**src/rtl/ifetch_pkg.sv**
```systemverilog
// ifetch_pkg: opcode map, instruction field positions and FSM states
// shared by the fetch/decode stage.
package ifetch_pkg;

    localparam int OP_HI  = 15;
    localparam int OP_LO  = 12;
    localparam int ABS_HI = 10;
    localparam int REL_HI = 9;

    localparam logic [3:0] OP_RSV0 = 4'hA;
    localparam logic [3:0] OP_RSV1 = 4'hB;
    localparam logic [3:0] OP_JMP  = 4'hC;
    localparam logic [3:0] OP_JSR  = 4'hD;
    localparam logic [3:0] OP_RET  = 4'hE;
    localparam logic [3:0] OP_HALT = 4'hF;

    typedef enum logic [1:0] {
        FETCH,
        ISSUE,
        HALT
    } state_e;

endpackage

```
**src/rtl/ifetch_ctrl_if.sv**
```systemverilog
// ifetch_ctrl_if: program-memory read bus plus the execute-side
// valid/ready handshake of the fetch stage.
interface ifetch_ctrl_if #(
    parameter int ADDR_W  = 11,
    parameter int INSTR_W = 16
);
    logic               mem_req;
    logic [ADDR_W-1:0]  mem_addr;
    logic               mem_ack;
    logic [INSTR_W-1:0] mem_rdata;
    logic [INSTR_W-1:0] instr_out;
    logic               instr_valid;
    logic               exec_ready;

    modport master (
        output mem_req,
        output mem_addr,
        input  mem_ack,
        input  mem_rdata,
        output instr_out,
        output instr_valid,
        input  exec_ready
    );

    modport slave (
        input  mem_req,
        input  mem_addr,
        output mem_ack,
        output mem_rdata,
        input  instr_out,
        input  instr_valid,
        output exec_ready
    );

endinterface

```
**src/rtl/ifetch_decode.sv**
```systemverilog
// ifetch_decode: combinational split of the instruction register into
// control-flow flags and address fields.
module ifetch_decode
    import ifetch_pkg::*;
#(
    parameter int INSTR_W = 16,
    parameter int ADDR_W  = 11,
    parameter int REL_W   = 10
) (
    input  logic [INSTR_W-1:0] ir,
    output logic               is_jmp,
    output logic               is_jsr,
    output logic               is_ret,
    output logic               is_halt,
    output logic               is_rsv,
    output logic [ADDR_W-1:0]  abs_addr,
    output logic [REL_W-1:0]   rel_addr
);

    logic [3:0] op;
    logic       unused_ir11;

    assign op          = ir[OP_HI:OP_LO];
    assign unused_ir11 = ir[11];

    assign is_jmp  = (op == OP_JMP);
    assign is_jsr  = (op == OP_JSR);
    assign is_ret  = (op == OP_RET);
    assign is_halt = (op == OP_HALT);
    assign is_rsv  = (op == OP_RSV0) || (op == OP_RSV1);

    assign abs_addr = ir[ABS_HI:0];
    assign rel_addr = ir[REL_HI:0];

endmodule

```
**src/rtl/ifetch_ctrl.sv**
```systemverilog
// ifetch_ctrl: fetch/decode stage driving the PC controls and execute.
// Define IFETCH_TRAP_EN to trap opcodes 0xA/0xB to TRAP_VECTOR.
module ifetch_ctrl
    import ifetch_pkg::*;
#(
    parameter int ADDR_W      = 11,
    parameter int INSTR_W     = 16,
    parameter int REL_W       = 10,
    parameter int ACK_TIMEOUT = 15
`ifdef IFETCH_TRAP_EN
    ,
    parameter logic [ADDR_W-1:0] TRAP_VECTOR = 11'h7F0
`endif
) (
    input  logic              clock,
    input  logic              reset_n,
    input  logic [ADDR_W-1:0] pc,
    ifetch_ctrl_if.master     bus,
    output logic              pc_en,
    output logic              jsr,
    output logic              ret,
    output logic              preload,
    output logic [ADDR_W-1:0] preload_addr,
    output logic [REL_W-1:0]  relative_addr,
    output logic              halted,
    output logic              fetch_err
`ifdef IFETCH_TRAP_EN
    ,
    output logic              trap
`endif
);

    localparam int CNT_W = $clog2(ACK_TIMEOUT + 1);
    localparam logic [CNT_W-1:0] CNT_LAST = CNT_W'(ACK_TIMEOUT - 1);

    state_e             state_q, state_d;
    logic [INSTR_W-1:0] ir_q, ir_d;
    logic [CNT_W-1:0]   cnt_q, cnt_d;
    logic               halted_q, halted_d;
    logic               err_q, err_d;

    logic              dec_jmp;
    logic              dec_jsr;
    logic              dec_ret;
    logic              dec_halt;
    logic              dec_rsv;
    logic [ADDR_W-1:0] dec_abs;
    logic [REL_W-1:0]  dec_rel;

    ifetch_decode #(
        .INSTR_W (INSTR_W),
        .ADDR_W  (ADDR_W),
        .REL_W   (REL_W)
    ) u_decode (
        .ir       (ir_q),
        .is_jmp   (dec_jmp),
        .is_jsr   (dec_jsr),
        .is_ret   (dec_ret),
        .is_halt  (dec_halt),
        .is_rsv   (dec_rsv),
        .abs_addr (dec_abs),
        .rel_addr (dec_rel)
    );

`ifndef IFETCH_TRAP_EN
    logic unused_rsv;
    assign unused_rsv = dec_rsv;
`endif

    // state resets to FETCH, so the request is masked while reset is held
    assign bus.mem_req   = (state_q == FETCH) && reset_n;
    assign bus.mem_addr  = pc;
    assign bus.instr_out = ir_q;
    assign halted        = halted_q;
    assign fetch_err     = err_q;

    always_comb begin
        state_d          = state_q;
        ir_d             = ir_q;
        cnt_d            = cnt_q;
        halted_d         = halted_q;
        err_d            = err_q;
        pc_en            = 1'b0;
        jsr              = 1'b0;
        ret              = 1'b0;
        preload          = 1'b0;
        preload_addr     = '0;
        relative_addr    = '0;
        bus.instr_valid  = 1'b0;
`ifdef IFETCH_TRAP_EN
        trap             = 1'b0;
`endif
        unique case (state_q)
            FETCH: begin
                if (bus.mem_ack) begin
                    ir_d    = bus.mem_rdata;
                    cnt_d   = '0;
                    state_d = ISSUE;
                end else if (cnt_q == CNT_LAST) begin
                    cnt_d   = '0;
                    err_d   = 1'b1;
                    state_d = HALT;
                end else begin
                    cnt_d = cnt_q + 1'b1;
                end
            end
            ISSUE: begin
                unique case (1'b1)
                    dec_jmp: begin
                        preload      = 1'b1;
                        preload_addr = dec_abs;
                        pc_en        = 1'b1;
                        state_d      = FETCH;
                    end
                    dec_jsr: begin
                        jsr           = 1'b1;
                        relative_addr = dec_rel;
                        pc_en         = 1'b1;
                        state_d       = FETCH;
                    end
                    dec_ret: begin
                        ret     = 1'b1;
                        pc_en   = 1'b1;
                        state_d = FETCH;
                    end
                    dec_halt: begin
                        halted_d = 1'b1;
                        state_d  = HALT;
                    end
`ifdef IFETCH_TRAP_EN
                    dec_rsv: begin
                        preload      = 1'b1;
                        preload_addr = TRAP_VECTOR;
                        pc_en        = 1'b1;
                        trap         = 1'b1;
                        state_d      = FETCH;
                    end
`endif
                    default: begin
                        bus.instr_valid = 1'b1;
                        if (bus.exec_ready) begin
                            pc_en   = 1'b1;
                            state_d = FETCH;
                        end
                    end
                endcase
            end
            HALT: begin
            end
            default: state_d = FETCH;
        endcase
    end

    always_ff @(posedge clock or negedge reset_n) begin
        if (!reset_n) begin
            state_q  <= FETCH;
            ir_q     <= '0;
            cnt_q    <= '0;
            halted_q <= 1'b0;
            err_q    <= 1'b0;
        end else begin
            state_q  <= state_d;
            ir_q     <= ir_d;
            cnt_q    <= cnt_d;
            halted_q <= halted_d;
            err_q    <= err_d;
        end
    end

endmodule

```
**src/flat_wrapper.sv**
```systemverilog
// flat-port wrapper written by rule: the top's interface ports become plain ports
module ifetch_ctrl_flat import ifetch_pkg::*;
#(
    parameter int ADDR_W      = 11,
    parameter int INSTR_W     = 16,
    parameter int REL_W       = 10,
    parameter int ACK_TIMEOUT = 15

)
  (clock, reset_n, pc, pc_en, jsr, ret, preload, preload_addr, relative_addr, halted, fetch_err, bus_mem_req, bus_mem_addr, bus_mem_ack, bus_mem_rdata, bus_instr_out, bus_instr_valid, bus_exec_ready);
  ifetch_ctrl_if #(.ADDR_W(ADDR_W), .INSTR_W(INSTR_W)) bus_i ();
  input  logic clock;
  input  logic reset_n;
  input  logic [ADDR_W-1:0] pc;
  output logic pc_en;
  output logic jsr;
  output logic ret;
  output logic preload;
  output logic [ADDR_W-1:0] preload_addr;
  output logic [REL_W-1:0] relative_addr;
  output logic halted;
  output logic fetch_err;
  output wire logic [$bits(bus_i.mem_req)-1:0] bus_mem_req;
  output wire logic [$bits(bus_i.mem_addr)-1:0] bus_mem_addr;
  input wire logic [$bits(bus_i.mem_ack)-1:0] bus_mem_ack;
  input wire logic [$bits(bus_i.mem_rdata)-1:0] bus_mem_rdata;
  output wire logic [$bits(bus_i.instr_out)-1:0] bus_instr_out;
  output wire logic [$bits(bus_i.instr_valid)-1:0] bus_instr_valid;
  input wire logic [$bits(bus_i.exec_ready)-1:0] bus_exec_ready;
  assign bus_mem_req = bus_i.mem_req;
  assign bus_mem_addr = bus_i.mem_addr;
  assign bus_i.mem_ack = bus_mem_ack;
  assign bus_i.mem_rdata = bus_mem_rdata;
  assign bus_instr_out = bus_i.instr_out;
  assign bus_instr_valid = bus_i.instr_valid;
  assign bus_i.exec_ready = bus_exec_ready;
  ifetch_ctrl #(.ADDR_W(ADDR_W), .INSTR_W(INSTR_W), .REL_W(REL_W), .ACK_TIMEOUT(ACK_TIMEOUT)) u_core (.clock(clock), .reset_n(reset_n), .pc(pc), .bus(bus_i), .pc_en(pc_en), .jsr(jsr), .ret(ret), .preload(preload), .preload_addr(preload_addr), .relative_addr(relative_addr), .halted(halted), .fetch_err(fetch_err));
endmodule
```
**config.mk**
```make
export PLATFORM = sky130hd
export DESIGN_NAME = ifetch_ctrl_flat
export DESIGN_NICKNAME = d
export VERILOG_FILES = /design/src/rtl/ifetch_pkg.sv /design/src/rtl/ifetch_ctrl_if.sv /design/src/rtl/ifetch_decode.sv /design/src/rtl/ifetch_ctrl.sv /design/src/flat_wrapper.sv
export SDC_FILE = /design/constraint.sdc
export NUM_CORES = 1
export LEC_CHECK = 0
export ABC_AREA = 1
export CAP_MARGIN = 20
export CORE_MARGIN = 2
export CORE_UTILIZATION = 38
export CTS_CLUSTER_DIAMETER = 200
export DETAILED_ROUTE_END_ITERATION = 12
export MAX_ROUTING_LAYER = met4
export PLACE_DENSITY = 0.88
export SKIP_CTS_REPAIR_TIMING = 1
export SLEW_MARGIN = 20
export SYNTH_ARGS = -nofsm -noshare
export SYNTH_HDL_FRONTEND = slang
export SYNTH_SLANG_ARGS = --single-unit
```
**constraint.sdc**
```tcl
create_clock -name clock -period 2.91 [get_ports clock]
set_input_delay 0.291 -clock clock [delete_from_list [all_inputs] [get_ports clock]]
set_output_delay 0.291 -clock clock [all_outputs]
set_load 0.05 [all_outputs]
```
==> impl_metrics.ini <==
[power_and_ir_drop]
p_per_area_mw_per_mm2 = 282.0
combPwrFrac_pct = 6.5
vdd_drop_max_v = 0.0002265
netSwitchingPower_w = 0.0001127
intPower_w = 0.0004332
p_leak_nw = 1.043
p_clk_share_pct = 32.4
switching_share_pct = 20.64
seq_power_share_pct = 61.1

[floorplanning]
initial_core_util_pct = 39.42
ios = 87
core_mm2 = 0.003311
die-height_um = 62.60
die_w_um = 62.60
dieArea_mm2 = 0.003919
row_count = 21

[worst_setup_path]
crit_slowest_cell = clkdlybuf4s50_1
critical-path-top-delay-family = buffers and inverters
r2r_cells = 4
worst_setup_path_end_kind = output pin
worst_path_largest_cell_delay_ns = 0.82
path_class = flop to output pin
worstPathCellList = inv_1 -> nor2_2 -> nand4_1 -> nor2_1 -> clkdlybuf4s50_1
crit_path_start_kind = flop
crit_required_ns = 2.62
arrival_ns = 2.44
cp_num_cells = 5
cp_max_fo = 11
path_buf_inv = 2

[timing]
worstMarginPinSlew_ns = 0.5594
setup-violations-final = 0
tns_ns = 0
holdWs_ns = 0.3105
maxSlewHeadroom_pct = 62.57
fmax_mhz = 366.8
rsz0062_at_grt = no
post-route-period-util_pct = 93.68
period_needed_ns = 2.726
final_max_slew_viol_count = 0
hold_viol_final = 0
clock_skew_ns = 0.007793

[cts]
root_buffer = clkbuf_4
clk_path_buf_depth = 2
ctsHtreeMaxLevel = 1
numCtsBuffers = 3
clk_pin_slew_ns = 0.14
cts_tree = built
cts_sinks = 24
clk_latency_ns = 0.32

[routing]
routed-via-count = 1235
drt_iter0_drc = 63
route.detailed.drc = 0
dr.pass1.iters = 4
wl_per_cell_um = 11.94
avgViaCountPerCell = 4.660
drtAntennaViolNets = 0
drt-total-wl_mm = 3.163

[yosys]
ys_types = 20
ys_warn_count = 0
synth_area_mm2 = 0.001305
synth.avg_cell_area_um2 = 7.861
yosysSeqAreaShare_pct = 46.02
synth-seq-cells = 24
synth_cells = 166
synth_fp_nets = 199

[layout]
regArea_um2 = 600.6
n_fill_cell = 304
nNetsFinal = 253
multi_input_area_um2 = 491.7
area_growth_pct = 48.32
num_antenna_cells = 0
drive_gt1_share_pct = 7.306

[run]
drv_cap = 0

[global_routing]
antenna_found_initial = 0
overflow = 0
grt_pass1_wl_mm = 5.299
grt_max_degree = 30
grt_pass1_vias = 1207
grtUsageTotal_pct = 16.90

[place]
dpl.hpwl_mm = 2.404
gp_congestion = 0.7504
port_buffers = 64

[min_path]
hold_class = input pin to async pin

[status]
status = finished, final reports clean
-- metal layers --
metal,GRT usage [%],part of all wire [%],vias up
met5,-,0,-
met4,3.056,0.41,0
met3,3.423,8.0,2
met2,29.17,48,56
met1,20.74,43,570
li1,-,-,607
-- final timing paths --
| check | from | endpoint | slack (ns) |
|---|---|---|---|
| setup / recovery | u_core.state_q[0] | relative_addr[9] | 0.18 |
| hold / removal | reset_n | u_core.bus.instr_out[3] | 0.31 |
| setup reg to reg | u_core.state_q[1] | u_core.bus.instr_out[6] | 1.44 |
| hold reg to reg | u_core.halted | u_core.halted | 0.48 |
| max in group asynchronous | reset_n | u_core.state_q[0] | 2.36 |
| min in group clock | u_core.halted | u_core.halted | 0.48 |
-- power by group through the flow --
| stage | Clock [W] | Sequential (W) | Combinational (W) |
|---|---|---|---|
| 2_1_floorplan | 0 | 0.000340 | 0.0000418 |
| 3_3_place_gp | 0 | 0.000340 | 0.0000355 |
| 3_5_place_dp | 0 | 0.000340 | 0.0000360 |
| 4_1_cts | 0.000184 | 0.000334 | 0.0000361 |
| 5_1_grt | 0.000194 | 0.000334 | 0.0000389 |
| 6_report | 0.000177 | 0.000333 | 0.0000353 |
-- cells in the final DEF (no fill, tap or decap), types with 3 or more instances in the layout --
cell type and n:
nor2_1 41, a21oi_2 5, clkbuf_4 3, nand3_1 11
inv_1 23, nand2_1 21, clkdlybuf4s50_1 61, o21ai_0 4
a21oi_1 8, dfrtp_1 24
-- metrics by stage --
stage          utilization, %  setup slack, ns  total power, W  instance area (µm²)  std cells
2_1_floorplan               -           0.7082       0.0003817                 1305        166
3_5_place_dp            57.22           0.5317       0.0003758                 1894        261
5_1_grt                 58.47          0.01581       0.0005664                 1936        265
4_1_cts                 58.31           0.1768       0.0005535                 1931        265
3_3_place_gp            57.22           0.5951       0.0003753                 1894        261
6_report                58.47           0.1839       0.0005459                 1936        265
-- Yosys cell counts, drive strengths merged --
| library cell | n | share of area [%] |
|---|---|---|
| a21oi | 13 | 6.4 |
| buf | 16 | 9.7 |
| dfrtp | 24 | 46 |
| ha | 2 | 1.9 |
| inv | 23 | 6.6 |
| nand2 | 22 | 6.5 |
| nand3 | 11 | 4.2 |
| nand4 | 2 | 0.96 |
| nor2 | 44 | 14 |
| nor3 | 2 | 0.77 |
| o21ai | 4 | 1.5 |
| o21bai | 1 | 0.58 |
| or2 | 1 | 0.48 |
| xnor2 | 1 | 0.67 |
-- worst register-to-register path: cells and delay by family (launching register included) --
family / cells / cell delay, ns
simple gates: 3 / 0.83
flops: 1 / 0.47
compound gates: 1 / 0.06
-- final cells by class --
cell class | instances | area share [%]
sequential | 24 | 31.03
inverter | 23 | 4.460
tap | 46 | 2.973
multi-input combinational | 103 | 25.40
clock buffer | 4 | 1.875
timing repair buffer | 65 | 34.26
-- flip-flops by register name (all words and copies together), names as in the netlist --
register / count
u_core.bus.instr_out: 16
u_core.halted: 1
u_core.state_q: 2
u_core.fetch_err: 1
u_core.cnt_q: 4
-- cell families (layout without fill, tap and decap cells) --
group	after synthesis	after routing	share of synthesized area (%)
AO/OA/AOI/OAI	18	18	8.533
XOR/XNOR	1	1	0.6713
adder cells (fa/ha/maj)	2	2	1.917
buffers and inverters	39	92	16.30
flip-flops	24	24	46.02
AND/OR/NAND/NOR	82	82	26.56
Note: power is estimated with default switching activity, not from simulation.
